[src/rtl/bios_loader_rom.sv]
// Field-loadable BIOS instruction store: byte-serial loader with XOR checksum
// and a registered one-cycle fetch port that reads as NOP without a valid image.
module bios_loader_rom #(
    parameter int unsigned DATA_WIDTH = 17,
    parameter int unsigned DEPTH      = 16,
    parameter int unsigned ADDR_WIDTH = $clog2(DEPTH),
    parameter int unsigned BPW        = (DATA_WIDTH + 7) / 8
) (
    input  logic                  clk,
    input  logic                  rst_n,
    input  logic                  load_start,
    input  logic                  load_valid,
    input  logic [7:0]            load_data,
    output logic                  load_ready,
    output logic                  load_busy,
    output logic                  load_done,
    output logic                  load_error,
    input  logic                  fetch_en,
    input  logic [ADDR_WIDTH-1:0] fetch_addr,
    output logic [DATA_WIDTH-1:0] fetch_data,
    output logic                  fetch_valid
);

    localparam int unsigned BIW = (BPW > 1) ? $clog2(BPW) : 1;
    localparam int unsigned AW  = BPW * 8;

    typedef enum logic [1:0] {
        S_READY,
        S_LOAD,
        S_CHECK,
        S_ERROR
    } state_e;

    state_e                  state_q, state_d;
    logic [ADDR_WIDTH-1:0]   word_idx_q, word_idx_d;
    logic [BIW-1:0]          byte_idx_q, byte_idx_d;
    logic [AW-1:0]           asm_q, asm_d;
    logic [7:0]              csum_q, csum_d;
    logic                    done_q, done_d;
    logic [DATA_WIDTH-1:0]   fdata_q, fdata_d;
    logic                    fvalid_q, fvalid_d;
    logic [DATA_WIDTH-1:0]   mem_q [DEPTH];
    logic                    wr_en;
    logic [DATA_WIDTH-1:0]   wr_data;
    logic                    xfer;

    assign load_ready  = (state_q == S_LOAD) || (state_q == S_CHECK);
    assign load_busy   = load_ready;
    assign load_error  = (state_q == S_ERROR);
    assign load_done   = done_q;
    assign fetch_data  = fdata_q;
    assign fetch_valid = fvalid_q;
    assign xfer        = load_valid && load_ready;

    always_comb begin
        state_d    = state_q;
        word_idx_d = word_idx_q;
        byte_idx_d = byte_idx_q;
        asm_d      = asm_q;
        csum_d     = csum_q;
        done_d     = 1'b0;
        wr_en      = 1'b0;
        wr_data    = '0;
        fdata_d    = '0;
        fvalid_d   = 1'b0;

        // Fetch depends only on the current state, so it is independent of load_start.
        if (state_q == S_READY && fetch_en) begin
            fdata_d  = mem_q[fetch_addr];
            fvalid_d = 1'b1;
        end

        if (load_start) begin
            state_d    = S_LOAD;
            word_idx_d = '0;
            byte_idx_d = '0;
            asm_d      = '0;
            csum_d     = '0;
        end else begin
            unique case (state_q)
                S_LOAD: begin
                    if (xfer) begin
                        csum_d = csum_q ^ load_data;
                        for (int unsigned b = 0; b < BPW; b++) begin
                            if (byte_idx_q == BIW'(b)) asm_d[8*b +: 8] = load_data;
                        end
                        if (byte_idx_q == BIW'(BPW - 1)) begin
                            wr_en      = 1'b1;
                            wr_data    = asm_d[DATA_WIDTH-1:0];
                            asm_d      = '0;
                            byte_idx_d = '0;
                            word_idx_d = word_idx_q + ADDR_WIDTH'(1);
                            if (word_idx_q == ADDR_WIDTH'(DEPTH - 1)) state_d = S_CHECK;
                        end else begin
                            byte_idx_d = byte_idx_q + BIW'(1);
                        end
                    end
                end
                S_CHECK: begin
                    if (xfer) begin
                        if (load_data == csum_q) begin
                            state_d = S_READY;
                            done_d  = 1'b1;
                        end else begin
                            state_d = S_ERROR;
                        end
                    end
                end
                default: ;
            endcase
        end
    end

    always_ff @(posedge clk or negedge rst_n) begin
        if (!rst_n) begin
            state_q    <= S_READY;
            word_idx_q <= '0;
            byte_idx_q <= '0;
            asm_q      <= '0;
            csum_q     <= '0;
            done_q     <= 1'b0;
            fdata_q    <= '0;
            fvalid_q   <= 1'b0;
            for (int unsigned i = 0; i < DEPTH; i++) mem_q[i] <= '0;
        end else begin
            state_q    <= state_d;
            word_idx_q <= word_idx_d;
            byte_idx_q <= byte_idx_d;
            asm_q      <= asm_d;
            csum_q     <= csum_d;
            done_q     <= done_d;
            fdata_q    <= fdata_d;
            fvalid_q   <= fvalid_d;
            if (wr_en) mem_q[word_idx_q] <= wr_data;
        end
    end

endmodule

[config.mk]
export PLATFORM = sky130hd
export DESIGN_NAME = bios_loader_rom
export DESIGN_NICKNAME = d
export VERILOG_FILES = /design/src/rtl/bios_loader_rom.sv
export SDC_FILE = /design/constraint.sdc
export NUM_CORES = 1
export LEC_CHECK = 0
export CAP_MARGIN = 20
export CELL_PAD_IN_SITES_DETAIL_PLACEMENT = 1
export CELL_PAD_IN_SITES_GLOBAL_PLACEMENT = 1
export CORE_MARGIN = 2
export CORE_UTILIZATION = 55
export DETAILED_ROUTE_END_ITERATION = 8
export MAX_ROUTING_LAYER = met4
export PLACE_DENSITY = 0.86
export SLEW_MARGIN = 5
export SYNTH_ARGS = -nofsm -noshare
export SYNTH_HDL_FRONTEND = slang
export SYNTH_SLANG_ARGS = --single-unit
export TNS_END_PERCENT = 100
[constraint.sdc]
create_clock -name clk -period 5.9 [get_ports clk]
set_input_delay 0.59 -clock clk [delete_from_list [all_inputs] [get_ports clk]]
set_output_delay 0.59 -clock clk [all_outputs]
set_load 0.03 [all_outputs]
==> flow_metrics.tcl, run 1 <==
set metrics [dict create \
    crit_type "flop to flop" \
    clk_latency_ns 0.52 \
    layout.nets 1098 \
    postSynthAreaPerCell_sq_um 14.1 \
    cts_resized 0 \
    cts_tree "done" \
    fin_worst_skew_ns 0.0113 \
    slew_violations 0 \
    r2r_end "mem_q[6]" \
    core_sq_um 27000 \
    rows 60 \
    drt_iter0_markers 606 \
    clkTransAtPathRegs_ns 0.06 \
    synth_top_cell_area_share_pct 53.7 \
    rsz0062_at_grt "false" \
    ys_warn_count 0 \
    synth_top_area_cell "dfrtp_1" \
    die-width_um 169 \
    wl_per_cell_um 28.3 \
    syn_inst 1064 \
    routed_wl_mm 40.7 \
    finalSetupTns_ns 0 \
    setup_viol 0 \
    r2r_start "state_q[1]" \
    postPlaceCellArea_sq_um 15500 \
    ys_ff_latch 323 \
    io_pins 39 \
    cp_max_fo 24 \
    status "complete, no violations" \
    irDropWorstVdd_mv 0.218 \
    finalHoldViolCount 0 \
    p_leak_nw 8.14 \
    final_common_cell "dfrtp_1" \
    tightest_slew_ns 1.15 \
    synth-main-ff-cell "dfrtp_1" \
    nFillCells 2462 \
    cts_root_buffer "clkbuf_16" \
    period_needed_ns 3.00 \
    vias_per_cell 6.38 \
    port_buffers 38 \
    overflow 0 \
    end_kind "flop" \
    syn_to_final_growth_pct 10.9 \
    timing.critical_path.from_type "flop" \
    period_share_pct 50.9 \
    ys_top_cells_by_area "dfrtp_1 54%, mux2_2 16%, mux2i_1 6.8%" \
    antennaDiodeCount 0 \
    drcViolationCount 0 \
    cts_inserted_buffers 35 \
    htreeDepth 2 \
    antenna_found_initial 0 \
    cap_violations 0 \
    maxSlewHeadroom_pct 23.2 \
    critPathLaunch "state_q[1]" \
    drive_gt1_share_pct 33.5 \
    grt_pass1_vias 10400 \
    vias 9167 \
    syn_area_sq_um 15100 \
    synth_fp_nets 1089 \
    ant_nets 0 \
    start_util_pct 55.9 \
    ff2ff_path_depth 7 \
    r2r_slack_ns 2.90 \
    fmax_mhz 333 \
    ys_seq_area_share_pct 53.7 \
    arrival_ns 3.40 \
    clkSinkCount 323 \
    final_area_sq_um 16700 \
    post_cts_buffers 0 \
    grt_use_total_pct 30.2 \
    power_w 0.00475 \
    async_flop_share_pct 100 \
    die-area_sq_um 28700 \
    cts_buffer_depth 3 \
    ys_types 46 \
    grt_first_pass_wirelength_mm 63.2 \
    synth_edf_count 0 \
    gp_congestion 0.776 \
    hold_buffers 0 \
    die_y_um 169 \
    dr.pass1.iters 5 \
    power_density_nw_per_um2 285 \
    dpl.hpwl_mm 23.3 \
    grt_max_degree 140 \
    worstPathRequired_ns 6.30 \
    final_cell_mix "323 x dfrtp_1, 214 x mux2_2, 102 x mux2i_1" \
    min_path_type "primary input to asynchronous set/reset pin" \
]
-- worst max-delay path: stages, from the launching register on --
cell and delay [ns]:
dfrtp_1 0.41, inv_1 0.10, ha_1 0.41, and3_1 0.20, buf_4 0.33, nand4_4 0.22
nor2_4 0.76, mux2_2 0.42
-- stage by stage --
step / setup WS, ns / hold WS, ns / utilization [%] / instances
2_1_floorplan: 3.56 / 0.294 / - / 1064
3_3_place_gp: 2.79 / 0.462 / 57.6 / 1377
3_5_place_dp: 2.73 / 0.477 / 57.6 / 1377
4_1_cts: 2.91 / 0.236 / 61.9 / 1437
5_1_grt: 2.81 / 0.284 / 61.9 / 1437
6_report: 2.90 / 0.181 / 61.9 / 1437
-- synth_stat cells (2+ instances only) --
cell type	number
a22oi_1	39
nand2_1	28
buf_4	5
nand4_1	2
nand3_1	18
clkbuf_1	38
a32oi_1	8
mux4_2	17
nand2b_1	5
nand3_4	4
a21oi_1	21
mux2i_1	102
a22o_1	11
inv_1	6
and2_1	2
nor2b_1	14
xnor2_1	10
o211ai_1	3
buf_2	16
nor2_4	12
nor2_1	27
mux2_4	40
xor2_1	9
ha_1	8
dfrtp_1	323
nand4_4	4
and3_1	2
o31ai_1	12
o21ai_0	6
nor4_1	2
buf_1	4
buf_6	15
nor3b_1	8
mux2_1	18
mux2_2	214
-- area by class of cell --
cell class	count	area [sq um]	share of cell area (%)
sequential	323	8080	48.4
multi-input combinational	657	6520	39.0
clock buffer	51	1060	6.34
timing repair buffer	50	489	2.93
tap	341	427	2.56
clock inverter	9	95.1	0.570
inverter	6	22.5	0.135
-- worst max path at each step --
stage               depth (start not counted)          to  slack [ns]
global route                                7   mem_q[62]        2.81
floorplan                                   8  mem_q[193]        3.56
detailed placement                          6   mem_q[42]        2.73
CTS                                         7   mem_q[46]        2.91
global placement                            6   mem_q[42]        2.79
finish                                      7    mem_q[6]        2.90
-- registers in the layout (all words and copies together), names as in the netlist --
name	flops
byte_idx_q	2
load_done	1
word_idx_q	4
mem_q	272
fetch_valid	1
asm_q	16
fetch_data	17
csum_q	8
state_q	2
-- power breakdown --
part / switching [W] / internal [W]
logic: 0.000155 / 0.0000880
registers: 0.0000513 / 0.00224
clock network: 0.000891 / 0.00133
total: 0.00110 / 0.00365
-- kinds of logic (layout without fill, tap and decap cells) --
family / count (synthesis) / count (layout) / share of synthesized area (%)
simple gates: 137 / 137 / 5.98
flops: 323 / 323 / 53.7
mux: 391 / 391 / 30.7
compound gates: 102 / 102 / 4.80
xor+xnor: 19 / 19 / 1.11
fa+ha+maj: 8 / 8 / 0.665
buf+inv: 84 / 116 / 3.10
-- routing by layer --
layer	vias to the layer above	wire, um	track usage [%]
li1	3860	-	-
met1	4928	17000	38.2
met2	269	20400	50.1
met3	110	1790	3.96
met4	0	1500	11.6
met5	-	0	-
No activity file was read; power rests on OpenSTA's default activity.
==> inputs of run 2 (changes only) <==
CORE_UTILIZATION = 52   (was 55)
PLACE_DENSITY = 0.82   (was 0.86)
clock period = 2.8 ns   (was 5.9 ns; I/O delays follow)
==> flow_metrics.tcl, run 2 (same netlist as run 1, synthesis figures left out) <==
set metrics [dict create \
    period_needed_ns 2.62 \
    die-width_um 174 \
    final_common_cell "dfrtp_1" \
    clk_latency_ns 0.53 \
    largest_reg_flops 272 \
    p_leak_nw 8.36 \
    drt_iter0_markers 417 \
    antenna_found_initial 0 \
    cts_tree "done" \
    vias 9008 \
    irDropWorstVdd_mv 0.438 \
    power_density_nw_per_um2 588 \
    cts_buffer_depth 3 \
    routed_wl_mm 38.6 \
    dpl.hpwl_mm 23.2 \
    syn_to_final_growth_pct 14.0 \
    rows 62 \
    grt_first_pass_wirelength_mm 61.9 \
    fmax_mhz 382 \
    critPathLaunch "state_q[1]" \
    maxSlewHeadroom_pct 47.2 \
    min_path_type "primary input to asynchronous set/reset pin" \
    cts_inserted_buffers 35 \
    setup_viol 0 \
    wl_per_cell_um 25.5 \
    io_pins 39 \
    nFillCells 2652 \
    fin_hold_ws_ns 0.283 \
    rsz0062_at_grt "false" \
    port_buffers 38 \
    slew_violations 0 \
    vias_per_cell 5.95 \
    htreeDepth 2 \
    finalSetupTns_ns 0 \
    gp_congestion 0.772 \
    tightest_slew_ns 0.792 \
    layout.nets 1131 \
    clkSinkCount 323 \
    finalHoldViolCount 0 \
    grt_use_total_pct 27.3 \
    largest_register "mem_q" \
    drive_gt1_share_pct 35.5 \
    final_cell_mix "323 x dfrtp_1, 214 x mux2_2, 102 x mux2i_1" \
    period_share_pct 93.6 \
    fin_worst_skew_ns 0.0199 \
    worstPathRequired_ns 3.19 \
    crit_type "flop to flop" \
    cts_root_buffer "clkbuf_16" \
    antennaDiodeCount 0 \
    drcViolationCount 0 \
    r2r_slack_ns 0.18 \
    timing.critical_path.from_type "flop" \
    grt_max_degree 77 \
    end_kind "flop" \
    cp_max_fo 17 \
    utilization_pct 59.9 \
    start_util_pct 52.6 \
    die_y_um 174 \
    grt_pass1_vias 10400 \
    die-area_sq_um 30300 \
    dr.pass1.iters 4 \
    overflow 0 \
    clkTransAtPathRegs_ns 0.06 \
    r2r_start "state_q[1]" \
    status "complete, no violations" \
    ant_nets 0 \
    core_sq_um 28600 \
    arrival_ns 3.01 \
    power_w 0.0101 \
    cap_violations 0 \
    cts_resized 0 \
]
run 2: changes by cell type in the layout (fill, tap and decap cells not counted), moves of 2 or more:
cell and delta:
buf_4 +21, buf_12 +11, clkbuf_8 +3, clkinv_2 -3
clkbuf_1 -2, clkbuf_16 -2
run 2: worst max-delay path, stage by stage, from the launching register on:
cell     delay, ns
dfrtp_1       0.39
inv_1         0.08
ha_1          0.39
and3_1        0.52
nand4_4       0.22
nor2_4        0.14
buf_4         0.33
mux2_2        0.41
run 2: path summary, 6_finish.rpt:
path                       cells past startpoint     endpoint
max reg2reg                                    7   mem_q[119]
min in group clk                               2  fetch_valid
min                                            2   mem_q[128]
max                                            7   mem_q[119]
max in group asynchronous                      3   mem_q[148]
min reg2reg                                    1   mem_q[164]
run 2: what timing repair did:
item	in CTS	in global routing
endpoints found under the hold margin	47	0
endpoints found under the setup margin	0	32
hold buffers	1	0
setup buffers	0	3
run 2: cell type report:
cell class / count / area [sq um] / share of cell area [%]
clock buffer: 50 / 1040 / 6.08
clock inverter: 10 / 135 / 0.788
inverter: 6 / 22.5 / 0.131
multi-input combinational: 657 / 6520 / 38.0
sequential: 323 / 8080 / 47.1
tap: 384 / 480 / 2.80
timing repair buffer: 83 / 877 / 5.11
run 2: power by group:
group | total [W] | internal (W) | switching [W]
clock | 0.00473 | 0.00286 | 0.00186
sequential | 0.00482 | 0.00471 | 0.000110
combinational | 0.000543 | 0.000211 | 0.000333
total | 0.0101 | 0.00779 | 0.00231
run 2: stage by stage:
stage,setup WS [ns],cell area [sq um],instances
after floorplan,0.456,15100,1064
after global placement,0.292,15900,1449
after detailed placement,0.201,15900,1449
after CTS,0.124,17100,1510
after global routing,0.0275,17200,1513
final,0.180,17200,1513
run 2: per-layer routing:
metal	global-route usage, %	routed length [um]	part of all wire, %
met5	-	0	0
met1	34.0	16400	42
met4	9.63	1230	3.2
met3	3.94	1210	3.1
met2	45.9	19800	51
